<file path="config.mk">
export PLATFORM = sky130hd
export DESIGN_NAME = security_alert_ctrl
export DESIGN_NICKNAME = d
export VERILOG_FILES = /design/src/rtl/security_alert_ctrl.sv
export SDC_FILE = /design/constraint.sdc
export NUM_CORES = 1
export LEC_CHECK = 0
export ABC_AREA = 1
export ABC_CLOCK_PERIOD_IN_PS = 1450
export CORE_ASPECT_RATIO = 1.4
export CORE_MARGIN = 5
export CORE_UTILIZATION = 45
export CTS_CLUSTER_SIZE = 28
export DETAILED_ROUTE_END_ITERATION = 8
export GPL_TIMING_DRIVEN = 0
export HOLD_SLACK_MARGIN = 0.06
export PLACE_DENSITY = 0.76
export SLEW_MARGIN = 20
export SYNTH_ARGS = -nofsm -noshare
export SYNTH_HDL_FRONTEND = slang
export SYNTH_SLANG_ARGS = --single-unit
</file>
<file path="constraint.sdc">
create_clock -name clk -period 1.45 [get_ports clk]
set_input_delay 0.2175 -clock clk [delete_from_list [all_inputs] [get_ports clk]]
set_output_delay 0.2175 -clock clk [all_outputs]
set_load 0.05 [all_outputs]
</file>
<file path="src/rtl/security_alert_ctrl.sv">
// security_alert_ctrl: arm/entry-delay/alarm FSM with latched, escalating notification channels.
// Optional macro TAMPER_EN adds a tamper input that forces an immediate full alarm.
module security_alert_ctrl #(
  parameter int N_SRC     = 4,
  parameter int N_CH      = 3,
  parameter int ENTRY_DLY = 16,
  parameter int ESC_STEP  = 8,
  parameter int CNT_W     = 8
) (
  input  logic             clk,
  input  logic             rst,
  input  logic             arm,
  input  logic [N_SRC-1:0] src_in,
  input  logic [N_SRC-1:0] src_mask,
  input  logic             ack,
`ifdef TAMPER_EN
  input  logic             tamper,
`endif
  output logic [N_CH-1:0]  alert_out,
  output logic             armed,
  output logic [1:0]       state,
  output logic [N_SRC-1:0] src_latched
);
  typedef enum logic [1:0] {DISARMED, ARMED, PENDING, ALARM} state_e;
  localparam logic [CNT_W-1:0] ESC_MAX = CNT_W'((N_CH - 1) * ESC_STEP);
  localparam logic [CNT_W-1:0] DLY     = CNT_W'(ENTRY_DLY);
  localparam logic [CNT_W-1:0] ONE     = CNT_W'(1);
  state_e             state_q, state_d;
  logic [CNT_W-1:0]   cnt_q, cnt_d;
  logic [N_CH-1:0]    alert_q, alert_d, esc_hit;
  logic [N_SRC-1:0]   lat_q, lat_d, hits;
  logic               armed_q, armed_d, trig;
  assign hits = src_in & ~src_mask;
  assign trig = |hits;
  always_comb begin
    for (int k = 0; k < N_CH; k++) esc_hit[k] = cnt_q >= CNT_W'(k * ESC_STEP);
  end
  // Alerts are registered from the ALARM state, so alert_out[0] lags state by one edge.
  always_comb begin
    state_d = state_q;
    cnt_d   = cnt_q;
    alert_d = alert_q;
    lat_d   = lat_q;
    case (state_q)
      DISARMED: if (arm) begin
        state_d = ARMED;
        lat_d   = '0;
      end
      ARMED: if (!arm) state_d = DISARMED;
        else if (trig) begin
          lat_d   = lat_q | hits;
          state_d = (ENTRY_DLY > 0) ? PENDING : ALARM;
          cnt_d   = (ENTRY_DLY > 0) ? DLY : '0;
        end
      PENDING: if (!arm) begin
        state_d = DISARMED;
        lat_d   = '0;
        cnt_d   = '0;
      end else begin
        lat_d   = lat_q | hits;
        state_d = (cnt_q == ONE) ? ALARM : PENDING;
        cnt_d   = (cnt_q == ONE) ? '0 : cnt_q - ONE;
      end
      ALARM: if (ack) begin
        state_d = arm ? ARMED : DISARMED;
        alert_d = '0;
        lat_d   = '0;
        cnt_d   = '0;
      end else begin
        lat_d   = lat_q | hits;
        alert_d = alert_q | esc_hit;
        cnt_d   = (cnt_q < ESC_MAX) ? cnt_q + ONE : ESC_MAX;
      end
      default: state_d = DISARMED;
    endcase
`ifdef TAMPER_EN
    if (tamper) begin
      state_d = ALARM;
      alert_d = '1;
      lat_d   = lat_q | hits;
      cnt_d   = ESC_MAX;
    end
`endif
    armed_d = state_d != DISARMED;
  end
  always_ff @(posedge clk or posedge rst) begin
    if (rst) begin
      state_q <= DISARMED;
      cnt_q   <= '0;
      alert_q <= '0;
      lat_q   <= '0;
      armed_q <= 1'b0;
    end else begin
      state_q <= state_d;
      cnt_q   <= cnt_d;
      alert_q <= alert_d;
      lat_q   <= lat_d;
      armed_q <= armed_d;
    end
  end
  assign alert_out   = alert_q;
  assign armed       = armed_q;
  assign state       = state_q;
  assign src_latched = lat_q;
endmodule

</file>
# ---- Word-level counts from Yosys, hierarchy flattened
# Index checks and enable logic that the tools add are counted.
dict set report totals {
  reg_bits 18
}
dict set report op_classes {
  reduce_logical 6
  n_eq_ne 7
  mux 22
  order_cmp 4
  addsub 2
  bitwise_logic 4
}
# operator n
set ops {}
lappend ops {{$mux 8} 6}
lappend ops {{$pmux 8 s3} 1}
lappend ops {{$mux 4} 5}
lappend ops {{$pmux 4 s4} 1}
lappend ops {{$mux 2} 5}
lappend ops {{$add 8x1->8 const B} 1}
lappend ops {{$eq 8x1->1 const B} 1}
lappend ops {{$ge 8x1->1 const B} 1}
lappend ops {{$ge 8x4->1 const B} 1}
lappend ops {{$ge 8x5->1 const B} 1}
lappend ops {{$lt 8x5->1 const B} 1}
lappend ops {{$pmux 2 s4} 1}
lappend ops {{$sub 8x1->8 const B} 1}
lappend ops {{$ne 2x2->1 const B} 3}
lappend ops {{$reduce_and 3->1} 2}
lappend ops {{$and 4x4->4} 1}
lappend ops {{$eq 2x2->1 const B} 2}
lappend ops {{$not 4->4} 1}
lappend ops {{$or 4x4->4} 1}
lappend ops {{$reduce_or 4->1} 1}
lappend ops {{$mux 3} 1}
lappend ops {{$or 3x3->3} 1}
lappend ops {{$reduce_bool 3->1} 1}
lappend ops {{$eq 2x1->1 const B} 1}
lappend ops {{3 further kinds} 4}

# ---- Depth between registers and ports, before layout
# Gate-level depths: netlist of the first run.
dict set report logic_depth {
  ltp_word 7
  mapped_depth 10
}

# ---- Worst setup path before layout of the first run
# Ideal clock, no wire load.
dict set report synth_path {
  path_type {register to register}
  startpoint {reg state_q[0] (netlist: state[0])}
  endpoint {reg cnt_q[1]}
  path_slack_ns -0.012
  required_time_ns 1.373
  stages_incl_launch_ff 7
  path_buffers 0
  t_arrival_ns 1.385
  path_cell_list {dfrtp_1 -> nand2_2 -> nor2_4 -> inv_2 -> o21ai_0 -> nand2_1 -> o21ai_1}
}
dict set report synth_between {
  elab_chain_cells 3
  word_cells_on_any_way 8
  cone_classes {5 x eq/ne; 1 x mux; 2 x reduce/logical}
}
# element line_no
set synth_rtl {}
lappend synth_rtl {{from (decl)} 28} ;# state_e state_q, state_d;
lappend synth_rtl {{from (signal assigned)} 94} ;# state_q <= state_d;
lappend synth_rtl {{$eq 2x1->1 or $eq 2x2->1 (tied branches)} 44} ;# case (state_q)
lappend synth_rtl {{$ne 2x2->1 (no line) or $reduce_bool 3->1 (tied branches)} -}
lappend synth_rtl {{$reduce_and 3->1 (no line)} -}
lappend synth_rtl {{to (signal assigned)} 95} ;# cnt_q <= cnt_d;
lappend synth_rtl {{to (decl)} 29} ;# logic [CNT_W-1:0] cnt_q, cnt_d;
# Several ways; a longest one is shown, not always the timed one.
# A chain may end at the register's enable or synchronous reset.

# ---- Worst setup path in the final report of the first run
dict set report layout_path {
  startpoint {reg lat_q[1] (netlist: src_latched[1])}
  endpoint {out src_latched[1]}
}
# element line_no
set layout_lines {}
lappend layout_lines {{from (decl)} 31} ;# logic [N_SRC-1:0] lat_q, lat_d, hits;
lappend layout_lines {{from (signal assigned)} 97} ;# lat_q <= lat_d;
lappend layout_lines {{to (decl)} 22} ;# output logic [N_SRC-1:0] src_latched
# No word-level cell between the ends.

==> results of run 1 <==
[flip-flops by register name, indices dropped and copies added, names as in the netlist]
| signal | cells |
|---|---|
| src_latched | 4 |
| state | 2 |
| armed | 1 |
| alert_out | 3 |
| cnt_q | 8 |
[kinds of logic after synthesis]
family                   after synthesis  share of synthesized area, %
adder cells (fa/ha/maj)                4                          4.13
AO/OA/AOI/OAI                         16                          6.60
XOR/XNOR                               4                          2.89
AND/OR/NAND/NOR                      109                          39.8
flip-flops                            18                          37.2
buffers and inverters                 30                          9.39
[final cells by class]
type,count,area share (%)
multi-input combinational,133,43.4
timing repair buffer,21,13.7
sequential,18,30.5
inverter,29,7.29
clock buffer,4,1.76
buffer,1,0.335
tap,36,3.02
[path summary, 6_finish.rpt]
kind / start / to / slack, ps / cells after the start
setup / recovery: src_latched[1] / src_latched[1] / 60 / 1
hold / removal: rst / armed / 320 / 2
setup reg to reg: cnt_q[1] / cnt_q[0] / 80 / 7
hold reg to reg: alert_out[0] / alert_out[0] / 490 / 2
max in group asynchronous: rst / cnt_q[0] / 660 / 2
min in group clk: alert_out[0] / alert_out[0] / 490 / 2
[power by group through the flow]
stage / registers, mW / clock network, mW / logic [mW]
2_1_floorplan: 1.40 / 0 / 1.03
3_3_place_gp: 0.947 / 0 / 1.99
3_5_place_dp: 0.957 / 0 / 2.04
4_1_cts: 0.945 / 0.266 / 1.96
5_1_grt: 0.987 / 0.290 / 2.16
6_report: 0.950 / 0.258 / 1.95
[synthesized netlist by cell type (2+ instances only)]
| library cell | count | share of area (%) |
|---|---|---|
| nand2_1 | 62 | 19 |
| inv_1 | 24 | 7.4 |
| nand3_1 | 20 | 8.3 |
| dfrtp_1 | 18 | 37 |
| nor2_1 | 17 | 5.3 |
| o21ai_0 | 11 | 4.5 |
| inv_2 | 5 | 1.5 |
| ha_1 | 4 | 4.1 |
| o21ai_1 | 4 | 1.7 |
| nor2_4 | 3 | 2.8 |
| xor2_1 | 3 | 2.2 |
| nor2_2 | 2 | 1.0 |
[metrics by stage]
stage	area (um^2)	instances
after floorplan	1210	181
after global placement	1470	238
after detailed placement	1470	238
after CTS	1490	242
after global routing	1490	242
final	1490	242
[layer usage]
metal / wire length [um] / up-vias / track usage [%] / part of all wire [%]
met1: 1040 / 513 / 14.8 / 40
met4: 68 / 0 / 7.39 / 2.6
li1: - / 604 / - / -
met5: 0 / - / 0 / 0
met3: 128 / 8 / 2.08 / 4.9
met2: 1360 / 29 / 28.4 / 52
[repair_timing]
item,4_1_cts,5_1_grt
endpoints found under the setup margin,10,8
gates resized for setup,14,5
buffers inserted,0,0
==> metrics.cfg, run 1 <==
[finish]
diodes = 0
final_layout_size_suffix_gt1_share_pct = 11.7
fillers = 260
final_cell_mix = nand2_1, inv_1, nand3_1, nor2_1, dfrtp_1
multi_input_area_um2 = 648
area_delta_synth_final_pct = 23.2
layout_commonest_cell = nand2_1
regArea_um2 = 455
nets = 223
final_util_pct = 57.1

[pwr]
clkPwrFrac_pct = 8.2
swShare_pct = 54.1
p_per_area_nw_per_um2 = 2110
ir_drop_v = 0.00104
pwr-share-seq_pct = 30.1
power_mw = 3.16
p_int_mw = 1.45
p_comb_share_pct = 61.8
leakagePower_nw = 0.800
switchingPower_mw = 1.71

[logic_synthesis]
synth_flop_cell = dfrtp_1
avgSynthCellArea_um2 = 6.70
ys.warnings.count = 0
ys_types = 20
syn_inst = 181
synth_area_um2 = 1210
synth_seq_cells = 18
async_flop_share_pct = 100
synth.yosys.seq_area_share_pct = 37.2
synth_edf_count = 0
synth_nets = 197

[timing]
slew_violations = 0
post-route-period-util_pct = 95.7
relSlewSlack_pct = 54.8
tightest_slew_ps = 678
setup-violations-final = 0
fin_skew_ps = 4.60
hold_viol_final = 0
finalCriticalPeriod_ps = 1390
finalHoldWorstSlack_ps = 319
max_freq_mhz = 721
fin_tns_setup_ps = 0
worst_slack_ps = 62.4
rsz0062_at_grt = no

[grt]
grtUsageTotal_pct = 15.0
grt_max_degree = 19
antenna_found_initial = 0
gr-total-overflow = 0
grt_pass1_vias = 1141
grt_first_pass_wirelength_um = 4370

[clock_tree]
htree_levels = 1
clk_latency_ps = 290
cts_tree = yes
cts_buffer_depth = 2
clock_sinks = 18
cts_hold_buf = 0
root_buffer = clkbuf_4
cts_made_buffers = 3
path_clk_slew_ps = 100

[worst_setup_path]
path_max_fanout = 2
cp_top_family = buffers and inverters
critical_path_class = flip-flop to primary output
worstPathRequired_ps = 1230
path_cells = dlygate4sd2_1
critPathBufInv = 1
end_kind = primary output
cp.arrival_ps = 1170
slowest_stage = dlygate4sd2_1
slowest_delay_ps = 530
cp-start-kind = flip-flop

[min_path]
hold_path_class = primary input to asynchronous set/reset pin

[drt]
vias = 1154
via_per_inst = 4.77
wire_per_inst_um = 10.8
post-route-drc-count = 0
wl_um = 2600
first_iter_violations = 21
drtPass1Iterations = 4
ant_nets = 0

[die]
dieArea_um2 = 3850
start_util_pct = 46.4
die_w_um = 53.9
die_h_um = 71.4
core_um2 = 2620
std_cell_rows = 22
ios = 22

[placed_design]
port_buffers = 21
dp_hpwl_um = 2160
place_ws_ps = -141
gp_congestion = 0.849

[status]
status = finished, final reports clean

[job]
cap_violations = 0

Note: power is estimated with default switching activity, not from simulation.
==> run 2, diff against run 1 <==
--- a/config.mk
+++ b/config.mk
@@ -15,6 +15,7 @@
 export GPL_TIMING_DRIVEN = 0
 export HOLD_SLACK_MARGIN = 0.06
 export PLACE_DENSITY = 0.76
+export SKIP_LAST_GASP = 1
 export SLEW_MARGIN = 20
 export SYNTH_ARGS = -nofsm -noshare
 export SYNTH_HDL_FRONTEND = slang
==> metrics.cfg, run 2 (synthesis results as in run 1) <==
[worst_setup_path]
path_max_fanout = 2  ; unchanged
end_kind = primary output  ; unchanged
worstPathRequired_ps = 1230  ; about the same
path_cells = dlygate4sd2_1  ; unchanged
slowest_stage = dlygate4sd2_1  ; unchanged
cp.arrival_ps = 1170  ; about the same
critical_path_class = flip-flop to primary output  ; unchanged
slowest_delay_ps = 530  ; about the same
cp_top_family = buffers and inverters  ; unchanged
critPathBufInv = 1  ; unchanged
cp-start-kind = flip-flop  ; unchanged

[die]
dieArea_um2 = 3850  ; unchanged
std_cell_rows = 22  ; unchanged
start_util_pct = 46.4  ; unchanged
core_um2 = 2620  ; unchanged
ios = 22  ; unchanged
die_h_um = 71.4  ; unchanged
die_w_um = 53.9  ; unchanged

[finish]
regMostFlops = cnt_q  ; unchanged
final_layout_size_suffix_gt1_share_pct = 11.7  ; unchanged
nets = 223  ; unchanged
layout_commonest_cell = nand2_1  ; unchanged
final_cell_mix = nand2_1, inv_1, nand3_1, nor2_1, dfrtp_1  ; unchanged
area_delta_synth_final_pct = 22.7  ; was 23.2%
diodes = 0  ; unchanged
fillers = 261  ; was 260
final_cells = 242  ; unchanged
largest_reg_flops = 8  ; unchanged

[job]
cap_violations = 0  ; unchanged

[timing]
setup-violations-final = 0  ; unchanged
tightest_slew_ps = 678  ; unchanged
rsz0062_at_grt = no  ; unchanged
finalCriticalPeriod_ps = 1390  ; about the same
post-route-period-util_pct = 95.7  ; about the same
max_freq_mhz = 721  ; about the same
finalHoldWorstSlack_ps = 319  ; unchanged
slew_violations = 0  ; unchanged
worst_slack_ps = 62.4  ; about the same
fin_tns_setup_ps = 0  ; unchanged
hold_viol_final = 0  ; unchanged
fin_skew_ps = 4.60  ; unchanged
relSlewSlack_pct = 54.8  ; unchanged

[grt]
grtUsageTotal_pct = 15.0  ; unchanged
grt_max_degree = 19  ; unchanged
gr-total-overflow = 0  ; unchanged
antenna_found_initial = 0  ; unchanged
grt_pass1_vias = 1141  ; unchanged
grt_first_pass_wirelength_um = 4370  ; unchanged

[pwr]
power_mw = 3.15  ; was 3.16 mW
leakagePower_nw = 0.800  ; about the same
ir_drop_v = 0.00103  ; was 0.00104 V
p_per_area_nw_per_um2 = 2120  ; was 2110 nW/um^2

[drt]
post-route-drc-count = 0  ; unchanged
drtPass1Iterations = 4  ; unchanged
wl_um = 2600  ; about the same
vias = 1154  ; unchanged
first_iter_violations = 21  ; unchanged
wire_per_inst_um = 10.8  ; about the same
via_per_inst = 4.77  ; unchanged
ant_nets = 0  ; unchanged

[clock_tree]
clk_latency_ps = 290  ; about the same
cts_tree = yes  ; unchanged
root_buffer = clkbuf_4  ; unchanged
cts_hold_buf = 0  ; unchanged
cts_made_buffers = 3  ; unchanged
htree_levels = 1  ; unchanged
cts_buffer_depth = 2  ; unchanged
path_clk_slew_ps = 100  ; about the same
cts_setup_buffers = 0  ; unchanged
clock_sinks = 18  ; unchanged

[placed_design]
place_ws_ps = -141  ; unchanged
dp_hpwl_um = 2160  ; unchanged
dp.cells = 238  ; unchanged
gp_congestion = 0.849  ; unchanged
port_buffers = 21  ; unchanged

[status]
status = finished, final reports clean  ; unchanged

[min_path]
hold_path_class = primary input to asynchronous set/reset pin  ; unchanged

[run 2: changes by cell type in the layout (fill, tap and decap cells not counted), sizes merged]
cell and change:
clkbuf +1, clkdlybuf4s15 -1
[run 2: worst paths after layout]
check,startpoint,slack [ps],end,cells past startpoint
hold reg to reg,alert_out[0],490,alert_out[0],2
setup reg to reg,cnt_q[1],80,cnt_q[0],7
min in group clk,alert_out[0],490,alert_out[0],2
max in group asynchronous,rst,660,cnt_q[0],2
hold / removal,rst,320,armed,2
setup / recovery,src_latched[1],60,src_latched[1],1
[run 2: through the flow]
step / instance area (um^2) / util (%)
after floorplan: 1210 / -
after global placement: 1470 / 56.2
after detailed placement: 1470 / 56.2
after CTS: 1490 / 56.8
after global routing: 1490 / 56.9
final: 1490 / 56.9
[run 2: routing by layer]
layer	routed length, um	global-route usage [%]
met1	1040	14.8
met2	1360	28.4
met3	128	2.08
met4	68	7.39
met5	0	0
[run 2: report_power, final]
part           internal [mW]  total [mW]  switching (mW)
Combinational          0.602        1.94            1.34
Clock                  0.107       0.258           0.151
Sequential             0.732       0.950           0.219
[run 2: worst reg2reg max path: stages, from the launching register on]
cell and delay, ps:
dfrtp_2 460, inv_1 110, ha_1 150, nand2_1 70, nor2_1 160, nor2_2 80, o21ai_0 160, nand2_1 70
[run 2: timing repair]
item                                    in CTS  in global routing
resized for setup                           12                  7
hold endpoints to repair                     0                  0
endpoints found under the setup margin      10                  9
[run 2: layout make-up]
class                      count  area [um^2]  share of cell area [%]
sequential                    18          455                    30.6
inverter                      29          109                    7.32
clock buffer                   4         26.3                    1.77
multi-input combinational    133          648                    43.6
buffer                         1         5.00                   0.336
tap                           36         45.0                    3.03
timing repair buffer          21          199                    13.4
==> run 3, diff against run 2 <==
--- a/config.mk
+++ b/config.mk
@@ -9,14 +9,14 @@
 export ABC_CLOCK_PERIOD_IN_PS = 1450
 export CORE_ASPECT_RATIO = 1.4
 export CORE_MARGIN = 5
-export CORE_UTILIZATION = 45
+export CORE_UTILIZATION = 40
 export CTS_CLUSTER_SIZE = 28
 export DETAILED_ROUTE_END_ITERATION = 8
+export GPL_ROUTABILITY_DRIVEN = 0
 export GPL_TIMING_DRIVEN = 0
 export HOLD_SLACK_MARGIN = 0.06
-export PLACE_DENSITY = 0.76
+export PLACE_DENSITY = 0.7
 export SKIP_LAST_GASP = 1
-export SLEW_MARGIN = 20
 export SYNTH_ARGS = -nofsm -noshare
 export SYNTH_HDL_FRONTEND = slang
 export SYNTH_SLANG_ARGS = --single-unit
==> metrics.cfg, run 3 (synthesis results as in run 1) <==
[drt]
vias = 1136  ; was 1,154
wl_um = 2700  ; was 2600 um
first_iter_violations = 27  ; was 21
wire_per_inst_um = 11.1  ; was 10.8 um
ant_nets = 0  ; unchanged
drtPass1Iterations = 4  ; unchanged
via_per_inst = 4.67  ; was 4.77
post-route-drc-count = 0  ; unchanged

[clock_tree]
cts_setup_buffers = 0  ; unchanged
cts_buffer_depth = 2  ; unchanged
cts-resized-gates = 12  ; unchanged
path_clk_slew_ps = 70  ; was 100 ps
htree_levels = 1  ; unchanged
cts_made_buffers = 3  ; unchanged
cts_hold_buf = 0  ; unchanged
clk_latency_ps = 250  ; was 290 ps
root_buffer = clkbuf_8  ; was clkbuf_4
cts_tree = yes  ; unchanged
clock_sinks = 18  ; unchanged

[die]
start_util_pct = 41.7  ; was 46.4%
die_h_um = 75.1  ; was 71.4 um
std_cell_rows = 23  ; was 22
die_w_um = 56.5  ; was 53.9 um
ios = 22  ; unchanged
dieArea_um2 = 4250  ; was 3850 um^2
core_um2 = 2910  ; was 2620 um^2

[placed_design]
place_area_um2 = 1470  ; about the same
port_buffers = 21  ; unchanged
dp_hpwl_um = 2090  ; was 2160 um
dp.cells = 239  ; was 238

[worst_setup_path]
path_max_fanout = 6  ; was 2
end_kind = flip-flop  ; was primary output
cp_common_cell = nand2_1
critPathBufInv = 1  ; unchanged
slowest_stage = dfrtp_2  ; was dlygate4sd2_1
worstReg2RegEnd = cnt_q[0]  ; unchanged
worstPathRequired_ps = 1590  ; was 1230 ps
cp-start-kind = flip-flop  ; unchanged
rr_worst_depth = 7  ; unchanged
r2r_slack_ps = 100  ; was 80 ps
cp_top_family = flip-flops  ; was buffers and inverters
cp.arrival_ps = 1500  ; was 1170 ps
path_cells = inv_1 -> ha_1 -> nand2_1 -> nor2_1 -> nor2_2 -> o21ai_0 -> nand2_1  ; was dlygate4sd2_1
critical_path_class = flip-flop to flip-flop  ; was flip-flop to primary output
slowest_delay_ps = 450  ; was 530 ps
r2r_start = cnt_q[1]  ; unchanged

[pwr]
p_comb_share_pct = 58.9  ; was 61.7%
ir_drop_v = 0.00126  ; was 0.00103 V
leakagePower_nw = 0.829  ; was 0.800 nW
clkPwrFrac_pct = 12.4  ; was 8.2%
switchingPower_mw = 1.74  ; was 1.71 mW
p_int_mw = 1.57  ; was 1.44 mW
swShare_pct = 52.5  ; was 54.3%
pwr-share-seq_pct = 28.8  ; was 30.2%
power_mw = 3.32  ; was 3.15 mW
p_per_area_nw_per_um2 = 2180  ; was 2120 nW/um^2

[timing]
max_freq_mhz = 738  ; was 721 MHz
slew_violations = 0  ; unchanged
fin_tns_setup_ps = 0  ; unchanged
relSlewSlack_pct = 52.9  ; was 54.8%
finalCriticalPeriod_ps = 1350  ; was 1390 ps
fin_skew_ps = 0.898  ; was 4.60 ps
post-route-period-util_pct = 93.4  ; was 95.7%
rsz0062_at_grt = yes  ; was no
tightest_slew_ps = 706  ; was 678 ps
setup-violations-final = 0  ; unchanged
hold_viol_final = 0  ; unchanged

[grt]
antenna_found_initial = 0  ; unchanged
grt_pass1_vias = 1096  ; was 1,141
grt_max_degree = 19  ; unchanged
grt_first_pass_wirelength_um = 4770  ; was 4370 um
grtUsageTotal_pct = 14.3  ; was 15.0%
gr-total-overflow = 0  ; unchanged

[finish]
post-route-cell-area_um2 = 1520  ; was 1490 um^2
largest_reg_flops = 8  ; unchanged
final_cells = 243  ; was 242
layout_commonest_cell = nand2_1  ; unchanged
final_cell_mix = nand2_1, inv_1, nand3_1, nor2_1, dfrtp_1  ; unchanged
diodes = 0  ; unchanged
final_layout_size_suffix_gt1_share_pct = 13.1  ; was 11.7%
fillers = 278  ; was 261
nets = 223  ; unchanged
regMostFlops = cnt_q  ; unchanged
area_delta_synth_final_pct = 25.6  ; was 22.7%

[min_path]
hold_path_class = primary input to asynchronous set/reset pin  ; unchanged

[job]
cap_violations = 0  ; unchanged

[status]
status = finished, final reports clean  ; unchanged

[run 3: changes by cell type in the layout (fill, tap and decap cells not counted), moves of 2 or more]
cell             change
clkbuf_8             +4
clkdlybuf4s15_1      -2
clkbuf_4             -3
dlygate4sd2_1        +2
[run 3: power groups by stage]
stage	clock [mW]	sequential, mW	combinational, mW
floorplan	0	1.40	1.03
global placement	0	0.956	2.01
detailed placement	0	0.964	2.02
CTS	0.419	0.952	1.94
global route	0.436	0.993	2.19
finish	0.410	0.954	1.95
[run 3: worst max-delay path by stage]
| stage | start | endpoint | slack [ps] | cells after the start |
|---|---|---|---|---|
| 3_3_place_gp | src_mask[1] | src_latched[3] | -120 | 10 |
| 3_5_place_dp | src_mask[0] | src_latched[2] | -130 | 10 |
| 5_1_grt | cnt_q[1] | state[0] | -9 | 8 |
| 6_report | cnt_q[1] | cnt_q[0] | 100 | 7 |
| 4_1_cts | state[1] | state[1] | -30 | 1 |
| 2_1_floorplan | state[1] | src_latched[0] | 170 | 8 |
[run 3: final cells by class]
class | count | area (um^2) | area share, %
buffer | 1 | 5.00 | 0.329
inverter | 29 | 109 | 7.15
sequential | 18 | 455 | 29.9
timing repair buffer | 21 | 199 | 13.1
tap | 37 | 46.3 | 3.04
multi-input combinational | 133 | 653 | 42.9
clock buffer | 4 | 55.1 | 3.62
[run 3: stage by stage]
| stage | utilization (%) | hold slack, ps | setup slack [ps] |
|---|---|---|---|
| 2_1_floorplan | - | 156 | 172 |
| 3_3_place_gp | 50.6 | 469 | -122 |
| 3_5_place_dp | 50.6 | 472 | -127 |
| 4_1_cts | 52.2 | 402 | -33.6 |
| 5_1_grt | 52.4 | 452 | -9.48 |
| 6_report | 52.4 | 377 | 95.4 |
[run 3: per-layer routing]
metal	vias up	share of wire, %	track usage [%]	routed length (um)
met3	7	4.8	3.43	130
met1	499	42	15.6	1140
met4	0	2.3	7.12	61
met5	-	0	0	0
li1	608	-	-	-
met2	22	51	26.1	1370
==> variant (config.mk and constraints of run 1) <==
Set the parameter `ESC_STEP` to 6 (it was 8).
--- a/src/rtl/security_alert_ctrl.sv
+++ b/src/rtl/security_alert_ctrl.sv
@@ -6,3 +6,3 @@
   parameter int ENTRY_DLY = 16,
-  parameter int ESC_STEP  = 8,
+  parameter int ESC_STEP  = 6,
   parameter int CNT_W     = 8
Check against the original RTL: same outputs for any inputs over 10 cycles, from zero or initial values and one cycle with rst high; that may be too few to reach the edited logic, so the function may still have changed.
==> variant against run 1 <==
Synthesized area grew 3.4%. Total power increased by 4.0%. Critical path depth unchanged. Final area up 2.5%. Register-to-register slack better by 0.04 ns. Sequential cell count stayed put. Clock power increased by 24%. First-iteration DRC count is 76% higher. Synthesized cell count up 3.3%. Clock skew decreased by 0.0021 ns. Worst setup slack got worse by 0.032 ns. Hold slack got worse by 0.057 ns. Wire length up 11%. Die area is 2.8% higher. Largest cell class unchanged.
==> variant: results (changes against run 1) <==
stage	metric	value	unit	change
power_and_ir_drop	peakVddDrop	0.00124	V	+19%
detailed_routing	vias	1228		+6.4%
critical_path	crit_arrival	1.20	ns	+0.03 ns
final_layout	multi_input_area	702	µm²	+8.3%
outcome	status	complete, no violations		
place	place_hpwl	2.29	mm	+6.1%
detailed_routing	drt_wl_total	2.88	mm	+11%
timing	fin_crit_sh	97.9	%	+2.2 points
logic_synthesis	synth-compound-area-share	5.99	%	-0.62 points
critical_path	crit_path_end	state[1]		
timing	fin_skew	0.00250	ns	-0.00210 ns
place	gp_congestion	0.844		-0.60%
final_layout	buf_share	12.0	%	-2.1 points
power_and_ir_drop	leakage	0.851	nW	+6.4%
logic_synthesis	yosys-top-cells-count	nand2_1, inv_1, nand3_1, dfrtp_1, nor2_1		
logic_synthesis	synth_xor_area_share	2.10	%	-0.79 points
critical_path	startpoint	state[1]$_DFF_PP0_		
global_routing	grt_use_total	17.6	%	+2.6 points
global_routing	grt_pass1_wl	5.24	mm	+20%
timing	whs	0.261	ns	-0.0571 ns
final_layout	seq_share	29.7	%	-0.75 points
critical_path	critical_path.max_stage_delay	0.49	ns	-0.04 ns
critical_path	crit_family	flip-flops		
hold_path	timing.hold.worst.class	in -> reg		
final_layout	final_nets	228		+2.2%
timing	slew_headroom	52.7	%	-2.0 points
critical_path	rrSetupSlack	0.12	ns	+0.04 ns
place	place_ws	-0.138	ns	+0.00321 ns
detailed_routing	drt-initial-drc-count	37		+76%
place	portBuffers	20		-4.8%
critical_path	cp_slowest_cell	dfrtp_2		
[variant: cell count changes after synthesis, moves of 2 or more]
| cell | before | now |
|---|---|---|
| a21oi_1 | 1 | 3 |
| nand2_1 | 62 | 71 |
| nand2_2 | 1 | 3 |
| nor2_1 | 17 | 11 |
| o21ai_0 | 11 | 7 |
| o21ai_1 | 4 | 2 |
[variant: stage by stage]
stage | power, W | cell area [µm²] | std cells
detailed placement | 0.00303 | 1500 | 243
CTS | 0.00328 | 1530 | 247
floorplan | 0.00245 | 1260 | 187
global placement | 0.00297 | 1500 | 243
finish | 0.00329 | 1530 | 247
global route | 0.00358 | 1530 | 247
[variant: power groups by stage]
stage / Combinational (W) / Clock (W) / Sequential, W
CTS: 0.00197 / 0.000326 / 0.000984
finish: 0.00197 / 0.000321 / 0.000995
global route: 0.00220 / 0.000345 / 0.00103
floorplan: 0.00106 / 0 / 0.00139
detailed placement: 0.00203 / 0 / 0.000994
global placement: 0.00199 / 0 / 0.000983
[variant: layer usage]
metal	global-route usage [%]	vias up	part of all wire, %
met5	0	-	0
met3	2.46	9	2.7
met4	8.59	0	2.9
met2	31.6	25	53
li1	-	628	-
met1	19.1	566	41
[variant: worst register-to-register path: stages, from the launching register on]
cell and delay (ns):
dfrtp_2 0.48, inv_1 0.10, ha_1 0.17, nand2_2 0.08, nor2_4 0.14, nor2_4 0.06
o21ai_0 0.14, nand2_1 0.07
[variant: cell families (layout without fill, tap and decap cells)]
group	Yosys count	after routing
xor+xnor	3	3
compound gates	14	14
simple gates	117	117
flops	18	18
fa+ha+maj	4	4
buf+inv	31	55
[variant: what timing repair did]
item                       CTS  global route
resized for setup           17            14
cloned                       0             0
setup endpoints to repair   10            12
